==> src/rtl/uart_rx_pkg.sv <==
// Shared types and helpers for the UART receive FIFO controller.
package uart_rx_pkg;

    typedef struct packed {
        logic       bi;
        logic       fe;
        logic       pe;
        logic [7:0] data;
    } rx_entry_t;

    typedef enum logic [1:0] {
        TrigOne      = 2'b00,
        TrigQuarter  = 2'b01,
        TrigHalf     = 2'b10,
        TrigNearFull = 2'b11
    } trig_lvl_e;

    localparam int unsigned RX_TIMEOUT_CHARS = 4;

    function automatic int unsigned trig_value(trig_lvl_e lvl, int unsigned depth);
        int unsigned val;
        case (lvl)
            TrigOne:     val = 1;
            TrigQuarter: val = depth / 4;
            TrigHalf:    val = depth / 2;
            default:     val = depth - 2;
        endcase
        return val;
    endfunction

endpackage

==> src/rtl/uart_rx_fifo_mem.sv <==
// Receive FIFO storage: entry array, wrapping write/read pointers and head readout.
module uart_rx_fifo_mem
    import uart_rx_pkg::*;
#(
    parameter int unsigned DEPTH = 16
) (
    input  logic      pclk,
    input  logic      presetn,
    input  logic      clr,
    input  logic      push,
    input  logic      pop,
    input  rx_entry_t wr_entry,
    output rx_entry_t head
);

    localparam int unsigned AW = $clog2(DEPTH);

    rx_entry_t       mem [DEPTH];
    logic [AW-1:0]   wptr_q;
    logic [AW-1:0]   rptr_q;

    always_ff @(posedge pclk or negedge presetn) begin
        if (!presetn) begin
            wptr_q <= '0;
            rptr_q <= '0;
        end else if (clr) begin
            wptr_q <= '0;
            rptr_q <= '0;
        end else begin
            if (push) wptr_q <= wptr_q + 1'b1;
            if (pop)  rptr_q <= rptr_q + 1'b1;
        end
    end

    // Storage needs no reset: the controller masks the head whenever count is zero.
    always_ff @(posedge pclk) begin
        if (push && !clr) mem[wptr_q] <= wr_entry;
    end

    assign head = mem[rptr_q];

endmodule

==> src/rtl/uart_rx_fifo_ctrl.sv <==
// UART receive FIFO controller: count, line-status flags and RX interrupts.
// Optional character-timeout interrupt enabled by defining UART_RX_TIMEOUT_EN.
module uart_rx_fifo_ctrl
    import uart_rx_pkg::*;
#(
    parameter int unsigned DEPTH = 16
) (
    input  logic                     pclk,
    input  logic                     presetn,
    input  logic                     utrrst,
    input  logic                     fifo_en,
    input  logic [1:0]               trig_lvl,
    input  logic                     rx_valid,
    input  logic [7:0]               rx_data,
    input  logic                     rx_pe,
    input  logic                     rx_fe,
    input  logic                     rx_bi,
    input  logic                     rd_en,
    input  logic                     lsr_rd,
    input  logic                     char_tick,
    output logic [7:0]               rd_data,
    output logic [$clog2(DEPTH):0]   count,
    output logic                     dr,
    output logic                     oe,
    output logic                     pe,
    output logic                     fe,
    output logic                     bi,
    output logic                     rx_fifo_err,
    output logic                     rx_data_irq,
    output logic                     rx_timeout_irq
);

    localparam int unsigned CW = $clog2(DEPTH) + 1;

    logic [CW-1:0] count_q, count_d;
    logic [CW-1:0] err_cnt_q, err_cnt_d;
    logic          oe_q, oe_d;
    logic          fifo_en_q;

    logic          clr, push, pop, overrun, inc, dec;
    logic [CW-1:0] cap, trig;
    rx_entry_t     wr_entry, head_raw, head;

    uart_rx_fifo_mem #(
        .DEPTH (DEPTH)
    ) u_mem (
        .pclk     (pclk),
        .presetn  (presetn),
        .clr      (clr),
        .push     (push),
        .pop      (pop),
        .wr_entry (wr_entry),
        .head     (head_raw)
    );

    always_comb begin
        clr      = utrrst || (fifo_en != fifo_en_q);
        cap      = fifo_en ? CW'(DEPTH) : CW'(1);
        trig     = CW'(trig_value(trig_lvl_e'(trig_lvl), DEPTH));
        pop      = rd_en && (count_q != '0);
        // A read in the same cycle frees the slot, so a full FIFO still accepts the push.
        push     = rx_valid && ((count_q < cap) || pop);
        overrun  = rx_valid && (count_q >= cap) && !rd_en;
        wr_entry = '{bi: rx_bi, fe: rx_fe, pe: rx_pe, data: rx_data};
        head     = (count_q != '0) ? head_raw : '0;
        inc      = push && (rx_pe || rx_fe || rx_bi);
        dec      = pop && (head_raw.pe || head_raw.fe || head_raw.bi);

        count_d   = count_q;
        err_cnt_d = err_cnt_q;
        if (clr) begin
            count_d   = '0;
            err_cnt_d = '0;
        end else begin
            if (push && !pop)      count_d = count_q + CW'(1);
            else if (pop && !push) count_d = count_q - CW'(1);
            if (inc && !dec)       err_cnt_d = err_cnt_q + CW'(1);
            else if (dec && !inc)  err_cnt_d = err_cnt_q - CW'(1);
        end

        oe_d = oe_q;
        if (utrrst)       oe_d = 1'b0;
        else if (overrun) oe_d = 1'b1;
        else if (lsr_rd)  oe_d = 1'b0;
    end

    always_ff @(posedge pclk or negedge presetn) begin
        if (!presetn) begin
            count_q   <= '0;
            err_cnt_q <= '0;
            oe_q      <= 1'b0;
            fifo_en_q <= 1'b0;
        end else begin
            count_q   <= count_d;
            err_cnt_q <= err_cnt_d;
            oe_q      <= oe_d;
            fifo_en_q <= fifo_en;
        end
    end

    always_comb begin
        rd_data     = head.data;
        pe          = head.pe;
        fe          = head.fe;
        bi          = head.bi;
        count       = count_q;
        dr          = (count_q != '0);
        oe          = oe_q;
        rx_fifo_err = fifo_en && (err_cnt_q != '0);
        rx_data_irq = fifo_en ? (count_q >= trig) : dr;
    end

`ifdef UART_RX_TIMEOUT_EN
    logic [2:0] to_q, to_d;

    always_comb begin
        to_d = to_q;
        if (clr || push || pop || (count_q == '0)) begin
            to_d = '0;
        end else if (char_tick && fifo_en && (to_q != 3'(RX_TIMEOUT_CHARS))) begin
            to_d = to_q + 3'd1;
        end
    end

    always_ff @(posedge pclk or negedge presetn) begin
        if (!presetn) to_q <= '0;
        else          to_q <= to_d;
    end

    assign rx_timeout_irq = (to_q == 3'(RX_TIMEOUT_CHARS));
`else
    logic unused_char_tick;
    assign unused_char_tick = char_tick;
    assign rx_timeout_irq   = 1'b0;
`endif

endmodule

==> config.mk <==
export PLATFORM = sky130hd
export DESIGN_NAME = uart_rx_fifo_ctrl
export DESIGN_NICKNAME = d
export VERILOG_FILES = /design/src/rtl/uart_rx_pkg.sv /design/src/rtl/uart_rx_fifo_mem.sv /design/src/rtl/uart_rx_fifo_ctrl.sv
export SDC_FILE = /design/constraint.sdc
export NUM_CORES = 1
export LEC_CHECK = 0
export CAP_MARGIN = 30
export CELL_PAD_IN_SITES_DETAIL_PLACEMENT = 1
export CELL_PAD_IN_SITES_GLOBAL_PLACEMENT = 1
export CORE_UTILIZATION = 52
export DETAILED_ROUTE_END_ITERATION = 8
export PLACE_DENSITY = 0.77
export SETUP_SLACK_MARGIN = 0.15
export SYNTH_ARGS = -nofsm -noshare
export SYNTH_HDL_FRONTEND = slang
export SYNTH_HIERARCHICAL = 1
export SYNTH_SLANG_ARGS = --single-unit
==> constraint.sdc <==
create_clock -name pclk -period 4.4 [get_ports pclk]
set_input_delay 0.88 -clock pclk [delete_from_list [all_inputs] [get_ports pclk]]
set_output_delay 0.88 -clock pclk [all_outputs]
set_load 0.01 [all_outputs]
Yosys cells after proc, flatten, opt, wreduce, memory -nomap -nowiden
Memories as Yosys holds them, arrays and structs flattened.
Index checks and enable logic that the tools add are counted.
Widths: inputs -> output; s select.
- multiply operators: 0
- add/subtract/negate cells: 6
- equality and inequality tests: 3
- reduce and logical (&&, ||, !) cells: 32
- shift-type cells: 0
- mux-type cells: 19
- divide/modulo/power cells: 0
- bitwise gates (word level): 0
- magnitude comparators: 3
- operators by type and width (cell ; number):
    $mux 5 ; 7
    $mux 4 ; 4
    $logic_and 1x1->1 ; 12
    $pmux 4 s3 ; 1
    $mux 11 ; 1
    $add 5x1->5 const B ; 2
    $ge 5x5->1 ; 2
    $reduce_bool 5->1 ; 2
    $sub 5x1->5 const B ; 2
    $reduce_bool 3->1 ; 3
    $add 4x1->4 const B ; 2
    $logic_not 1->1 ; 6
    $logic_or 1x1->1 ; 6
    $mux 1 ; 6
    $lt 5x5->1 ; 1
    $reduce_bool 2->1 ; 2
    $eq 2x1->1 const B ; 1
    $eq 2x2->1 const B ; 1
    $logic_not 2->1 ; 1
    $ne 1x1->1 ; 1
- bits in latches: 0
- register bits after elaboration: 20
- memories: 1
- memory bits (writable): 176
- ROM bits: 0
- memory list (name ; words ; width ; rd ports ; clocked after memory_dff ; wr ports ; line ; source):
    u_mem.mem ; 16 ; 11 ; 1 ; 0 ; 1 ; uart_rx_fifo_mem.sv:18 ; rx_entry_t mem [DEPTH];

Logic depth before layout (Yosys ltp)
Gate-level depths: netlist (run 1).
- depth after elaboration: 10
- depth in mapped cells: 14
- depth with buffers taken out: 13

Cells and area by module
The synthesis (run 1) kept the hierarchy.
- modules (own cells, without submodules) (module ; cells each ; area each (um^2) ; seq. area each (um^2) ; instances):
    uart_rx_fifo_mem ; 332 ; 7220.7 ; 5485.3 ; 1
    uart_rx_fifo_ctrl ; 127 ; 1201.2 ; 300.3 ; 1

Worst setup path before layout (run 1)
No wires, ideal clock.
- path kind: reg2reg
- start point: register u_mem.rptr_q[0]
- end point: register err_cnt_q[4]
- slack: 0.634 ns
- buffers on the path: 2
- arrival: 3.673 ns
- library setup time: 0.092 ns
- cell stages (with the launch flop): 14
- cells stage by stage: dfrtp_1 > buf_6 > buf_8 > mux4_2 > a22oi_1 > nand2_1 > or4b_1 > a211oi_1 > a31oi_4 > fa_1 > a21o_1 > a21oi_1 > mux2_2 > o31ai_2
- RTL lines (what ; line ; source):
    start: declaration ; uart_rx_fifo_mem.sv:20 ; logic [AW-1:0] rptr_q;
    start signal: assignment ; uart_rx_fifo_mem.sv:31 ; if (pop) rptr_q <= rptr_q + 1'b1;
    end signal: assignment ; uart_rx_fifo_ctrl.sv:95 ; err_cnt_q <= err_cnt_d;
    end: declaration ; uart_rx_fifo_ctrl.sv:36 ; logic [CW-1:0] err_cnt_q, err_cnt_d;

==> impl_metrics.csv, run 1 <==
group,metric,value,unit
status,status,"finished, final reports clean",
drt,vias,4564,
setup_path,worstReg2RegStart,"u_mem/rptr_q[0]",
timing,skew,0.00914,ns
setup_path,cp-start-kind,"flop",
cells_and_area,fin_util,62.3,%
clocking,ctsHoldBuffers,0,
logic_synthesis,ys_seq_area_share,68.7,%
logic_synthesis,yosys_warnings,6,
placement,dp_cells,731,
logic_synthesis,synth_ff_type,"edfxtp_1",
clocking,clockBufferDepth,2,
setup_path,worstSetupEndpoint,"err_cnt_q[4]",
setup_path,crit_path_top_delay_cell,"mux4_1",
logic_synthesis,synth.distinct_cells,49,
cells_and_area,final_layout_size_suffix_gt1_share,19.6,%
cells_and_area,finalNonFillerCells,767,
floorplanning,die_y,129,um
grt,grt_max_degree,19,
setup_path,arrival,4.40,ns
floorplanning,top_level_ports,42,
grt,grt_pass1_wl,28200,um
timing,fin_crit_sh,92.4,%
logic_synthesis,synth_seq_cells,196,
logic_synthesis,post-synth-top-count-cell,"edfxtp_1",
clocking,path_clk_slew,0.07,ns
logic_synthesis,synth_top_area_share,62.8,%
logic_synthesis,synth.cell_area,0.00842,sq mm
logic_synthesis,async_flop_share,10.2,%
drt,via_per_inst,5.95,
timing,rsz0062_at_grt,"false",
timing,hold_viol,0,
drt,drtAntennaViolNets,0,
grt,antenna_found_initial,0,
drt,routed_wl,18900,um
setup_path,crit_family,"compound AO/OA/AOI/OAI gates",
floorplanning,core-area,0.0158,sq mm
timing,slew_headroom,54.9,%
setup_path,path_depth,12,
logic_synthesis,synth_common_cells,"176 x edfxtp_1, 35 x nor2_1, 22 x a22oi_1, 22 x mux4_1, 22 x mux4_2",
drt,drtIter0Drc,302,
clocking,cts_sinks,196,
flow_run,maxCapViolations,0,
cells_and_area,areaGrowthSynthToFinish,17.1,%
setup_path,crit_buf_inv,1,
setup_path,crit_chain,"buf_12 > mux4_1 > a22oi_1 > nand2_1 > or4b_1 > a211oi_2 > a31oi_4 > fa_1 > a21o_1 > a21oi_1 > mux2_2 > o31ai_2",
floorplanning,die_w,129,um
cells_and_area,nets,578,
logic_synthesis,yosys.area.top_type,"edfxtp_1",
grt,overflow,0,
setup_path,rrSetupSlack,0.34,ns
logic_synthesis,netlist_instances,459,
power,power_density,476,mW/mm^2
setup_path,worstSetupPathType,"reg -> reg",
placement,io_buffers,39,
timing,max_freq,246,MHz
timing,fin_setup_tns,0,ns
clocking,clockRootBuffer,"clkbuf_16",
clocking,tritoncts,"yes",
setup_path,cp.required,4.74,ns
power,leakage,3.40,nW
placement,place.gp.congestion,0.722,
setup_path,r2r_end,"err_cnt_q[4]",
setup_path,rr_worst_depth,12,
timing,finalSetupViolCount,0,
setup_path,worstSetupEndpointType,"flop",
grt,grt_usage,24.3,%
timing,min_period,4.06,ns
drt,drc_errors,0,
timing,drv_slew,0,
drt,dr.pass1.iters,4,
timing,max_slew.worst_pin.slew,0.674,ns
setup_path,critPathMaxFanout,9,
clocking,numCtsBuffers,17,
hold_path,min_path_type,"reg -> reg",
logic_synthesis,syn_nets,500,
timing,fin_hold_ws,0.511,ns
grt,grt_pass1_vias,4737,
setup_path,critical_path.startpoint,"u_mem/rptr_q[0]",
clocking,htreeDepth,4,
drt,drt-wirelength-per-cell,24.6,um
floorplanning,start_util,53.2,%
power,peakVddDrop,0.315,mV
floorplanning,die_area,0.0167,sq mm
clocking,insertion_delay,0.43,ns
logic_synthesis,postSynthAreaPerCell,18.3,sq um
setup_path,cpPeakStageDelay,0.56,ns
placement,dp_hpwl,12300,um
floorplanning,row_count,46,
cells_and_area,fillers,1372,
logic_synthesis,synth_edf_count,176,
logic_synthesis,yosys-top-cells-area,"edfxtp_1 63%, mux4_1 6.9%, dfrtp_1 5.9%, mux4_2 5.9%, ha_1 2.7%",
## worst min-delay path by stage
stage,from,cells past startpoint,end
6_report,err_cnt_q[4],1,err_cnt_q[4]
5_1_grt,err_cnt_q[4],1,err_cnt_q[4]
4_1_cts,err_cnt_q[4],1,err_cnt_q[4]
3_5_place_dp,err_cnt_q[4],1,err_cnt_q[4]
3_3_place_gp,err_cnt_q[4],1,err_cnt_q[4]
2_1_floorplan,err_cnt_q[4],1,err_cnt_q[4]
## layout make-up
| cell class | instances | area (sq um) | area share (%) |
|---|---|---|---|
| Antenna cell | 1 | 2.50 | 0.0254 |
| Timing Repair Buffer | 78 | 728 | 7.38 |
| Clock buffer | 19 | 433 | 4.39 |
| Clock inverter | 13 | 145 | 1.47 |
| Multi-Input combinational cell | 231 | 2450 | 24.8 |
| Inverter | 13 | 48.8 | 0.495 |
| Tap cell | 216 | 270 | 2.74 |
| Sequential cell | 196 | 5790 | 58.7 |
## cells in the final DEF (no fill, tap or decap), drive strengths merged, types with 5 or more instances in the layout
cell type and count:
ha 18, nor2 35, edfxtp 176, buf 39, dfrtp 20, nand2b 7
clkdlybuf4s50 39, clkinv 5, xor2 10, clkbuf 19, and2 12, nand3 6
mux4 44, a22oi 22, o21ai 5, nand2 21, inv 19, a21oi 7
## cells by family after synthesis
group / synth area share (%)
flops: 68.7
other cells: 0.0445
xor+xnor: 1.35
fa+ha+maj: 3.15
simple gates: 5.65
mux: 13.9
compound gates: 4.92
buf+inv: 2.30
## where the power goes
part	total, mW	switching (mW)	internal, mW
Clock	1.52	0.676	0.848
Sequential	2.13	0.0606	2.07
Combinational	1.04	0.515	0.523
Total	4.70	1.25	3.44
## sequential cells by signal (all words and copies together) (netlist names)
name          flops
fifo_en_q         1
err_cnt_q         5
u_mem/rptr_q      4
u_mem/wptr_q      4
oe                1
count             5
u_mem/mem       176
## routing by layer
layer / part of all wire (%) / up-vias / wire length (um) / GRT usage, %
li1: - / 1989 / - / -
met1: 43 / 2390 / 8070 / 31.9
met2: 51 / 144 / 9570 / 40.9
met3: 3.7 / 41 / 705 / 3.59
met4: 2.9 / 0 / 552 / 10.2
met5: 0 / - / 0 / 0
## worst reg2reg max path, cell delays in order (launching register included)
cell and delay [ns]:
dfrtp_4 0.47, buf_12 0.13, mux4_1 0.56, a22oi_1 0.37, nand2_1 0.13, or4b_1 0.50
a211oi_2 0.24, a31oi_4 0.11, fa_1 0.45, a21o_1 0.20, a21oi_1 0.24, mux2_2 0.37
o31ai_2 0.17
## timing repair
action | CTS | global route
endpoints found under the hold margin | 0 | 0
gates resized for setup | 2 | 1
setup buffers | 0 | 2
pin swaps | 0 | 0
setup endpoints to repair | 1 | 2
## metrics by stage
stage	area, sq um	power [mW]	worst slack, ns
finish	9870	4.70	0.336
global placement	9190	3.13	0.267
CTS	9810	4.71	0.163
global route	9860	4.87	0.251
detailed placement	9230	3.19	0.145
floorplan	8420	2.82	0.634
Note: power is estimated with default switching activity, not from simulation.
==> run 2: changes to the inputs <==
CORE_UTILIZATION = 45   (was 52)
PLACE_DENSITY = 0.68   (was 0.77)
==> run 2 against run 1 <==
Effect of this change:
- the flow now finishes with violations (DRC)
- worst hold slack better by 0.023 ns
- combinational power barely moved
- fmax grew 1.2%
- cell count rose by 1.6%
- highest routed layer unchanged
==> impl_metrics.csv, run 2 (synthesized netlist as in run 1, its figures left out) <==
group,metric,value,unit
placement,dp_hpwl,12100,um
clocking,tritoncts,"yes",
power,seqPwrFrac,45.8,%
clocking,insertion_delay,0.43,ns
clocking,numCtsBuffers,17,
power,power_density,474,mW/mm^2
cells_and_area,nets,578,
placement,place.gp.congestion,0.735,
setup_path,crit_path_top_delay_cell,"dfrtp_4",
placement,dp_cells,741,
power,switching_share,27.1,%
power,p_int,3.40,mW
timing,min_period,4.01,ns
floorplanning,die_w,139,um
cells_and_area,final_cell_mix,"176 x edfxtp_1, 39 x clkdlybuf4s50_1, 38 x buf_4",
hold_path,min_path_type,"reg -> reg",
floorplanning,start_util,46.4,%
timing,max_freq,249,MHz
floorplanning,core-area,0.0181,sq mm
timing,max_slew.worst_pin.slew,0.995,ns
setup_path,cpPeakStageDelay,0.54,ns
cells_and_area,largest_reg_flops,176,
setup_path,critical_path.startpoint,"u_mem/rptr_q[0]",
grt,grt_pass1_wl,27900,um
cells_and_area,final_common_cell,"edfxtp_1",
flow_run,maxCapViolations,0,
cells_and_area,seqCellArea,0.00579,sq mm
clocking,clockBufferDepth,2,
power,p_switching,1.27,mW
grt,top_usage_layer,"met2",
clocking,cts_sinks,196,
grt,grt_usage,20.1,%
grt,grt_max_degree,21,
grt,grtUsageMet3,4.21,%
setup_path,crit_chain,"buf_4 > mux4_2 > a22oi_1 > nand2_1 > or4b_1 > a211oi_2 > a31oi_4 > fa_1 > a21o_1 > a21oi_1 > mux2_2 > o31ai_2",
timing,drv_slew,0,
grt,met2_usage,33.1,%
status,violations,"DRC",
setup_path,worstSetupEndpointType,"flop",
cells_and_area,multi_input_area,0.00245,sq mm
cells_and_area,regMostFlops,"u_mem/mem",
cells_and_area,fillers,1639,
drt,routed_wl,18200,um
power,leakage,3.39,nW
grt,grt_pass1_vias,4676,
setup_path,cp.required,4.74,ns
drt,dr.pass1.iters,6,
drt,drtAntennaViolNets,0,
setup_path,worstSetupPathType,"reg -> reg",
floorplanning,top_level_ports,42,
timing,fin_hold_ws,0.534,ns
setup_path,rr_worst_depth,12,
clocking,path_clk_slew,0.07,ns
cells_and_area,areaGrowthSynthToFinish,17.1,%
drt,drtIter0Drc,325,
setup_path,worstSetupEndpoint,"err_cnt_q[4]",
timing,fin_crit_sh,91.2,%
drt,drt-wirelength-per-cell,23.3,um
setup_path,cp-start-kind,"flop",
timing,skew,0.00863,ns
floorplanning,row_count,49,
grt,met1_usage,26.9,%
grt,overflow,0,
clocking,ctsHoldBuffers,0,
setup_path,worstReg2RegStart,"u_mem/rptr_q[0]",
setup_path,critPathMaxFanout,12,
clocking,htreeDepth,4,
cells_and_area,antenna_cells,0,
drt,via_per_inst,5.73,
drt,vias,4466,
cells_and_area,finalNonFillerCells,779,
timing,fin_setup_tns,0,ns
power,clkPwrFrac,32.4,%
power,peakVddDrop,0.305,mV
setup_path,arrival,4.35,ns
floorplanning,die_area,0.0193,sq mm
placement,io_buffers,39,
clocking,clockRootBuffer,"clkbuf_16",
power,comb_power_share,21.8,%
timing,hold_viol,0,
hold_path,hold_start,"err_cnt_q[4]",
cells_and_area,final_layout_size_suffix_gt1_share,20.0,%
drt,drc_errors,10,
setup_path,r2r_end,"err_cnt_q[4]",
setup_path,rrSetupSlack,0.39,ns
timing,slew_headroom,33.4,%
timing,rsz0062_at_grt,"false",
timing,finalSetupViolCount,0,
status,status,"finished, violations left",
floorplanning,die_y,139,um
grt,antenna_found_initial,0,
==> run 2: worst max-delay path: cells and delay by family (launching register included) <==
| kind | cells | cell delay [ns] |
|---|---|---|
| flops | 1 | 0.54 |
| fa+ha+maj | 1 | 0.43 |
| mux | 2 | 0.84 |
| buf+inv | 1 | 0.15 |
| simple gates | 2 | 0.70 |
| compound gates | 6 | 1.25 |
==> run 2: worst min-delay path by stage <==
stage,slack [ns],depth (start not counted),end
2_1_floorplan,0.47,1,err_cnt_q[4]
6_report,0.53,1,err_cnt_q[4]
3_5_place_dp,0.52,1,err_cnt_q[4]
3_3_place_gp,0.50,1,err_cnt_q[4]
5_1_grt,0.56,1,err_cnt_q[4]
4_1_cts,0.53,1,err_cnt_q[4]
==> run 2: final cells by class <==
cell class / instances / area share [%]
inverter: 13 / 0.495
sequential: 196 / 58.7
timing repair buffer: 78 / 7.13
tap: 229 / 2.91
clock inverter: 14 / 1.56
multi-input combinational: 231 / 24.8
clock buffer: 18 / 4.35
==> run 2: what timing repair did <==
item	4_1_cts	5_1_grt
endpoints found under the setup margin	0	1
resized for setup	0	2
setup buffers	0	6
==> run 2: routing by layer <==
| metal | share of wire, % | up-vias |
|---|---|---|
| met4 | 1.1 | 0 |
| li1 | - | 1983 |
| met1 | 44 | 2362 |
| met5 | 0 | - |
| met2 | 49 | 103 |
| met3 | 5.6 | 18 |
==> run 2: power groups by stage <==
stage	clock network [mW]	logic (mW)	registers (mW)
floorplan	0	0.658	2.16
global placement	0	0.961	2.18
detailed placement	0	1.00	2.18
CTS	1.55	1.01	2.14
global route	1.62	1.11	2.15
finish	1.51	1.02	2.14
==> run 2: stage by stage <==
step / setup WS [ns] / area [sq um] / util, % / total power, mW
6_report: 0.386 / 9860 / 54.3 / 4.67
5_1_grt: 0.184 / 9860 / 54.3 / 4.88
4_1_cts: 0.163 / 9810 / 54.0 / 4.70
3_5_place_dp: 0.167 / 9220 / 50.8 / 3.18
3_3_place_gp: 0.258 / 9180 / 50.6 / 3.14
2_1_floorplan: 0.634 / 8420 / - / 2.82
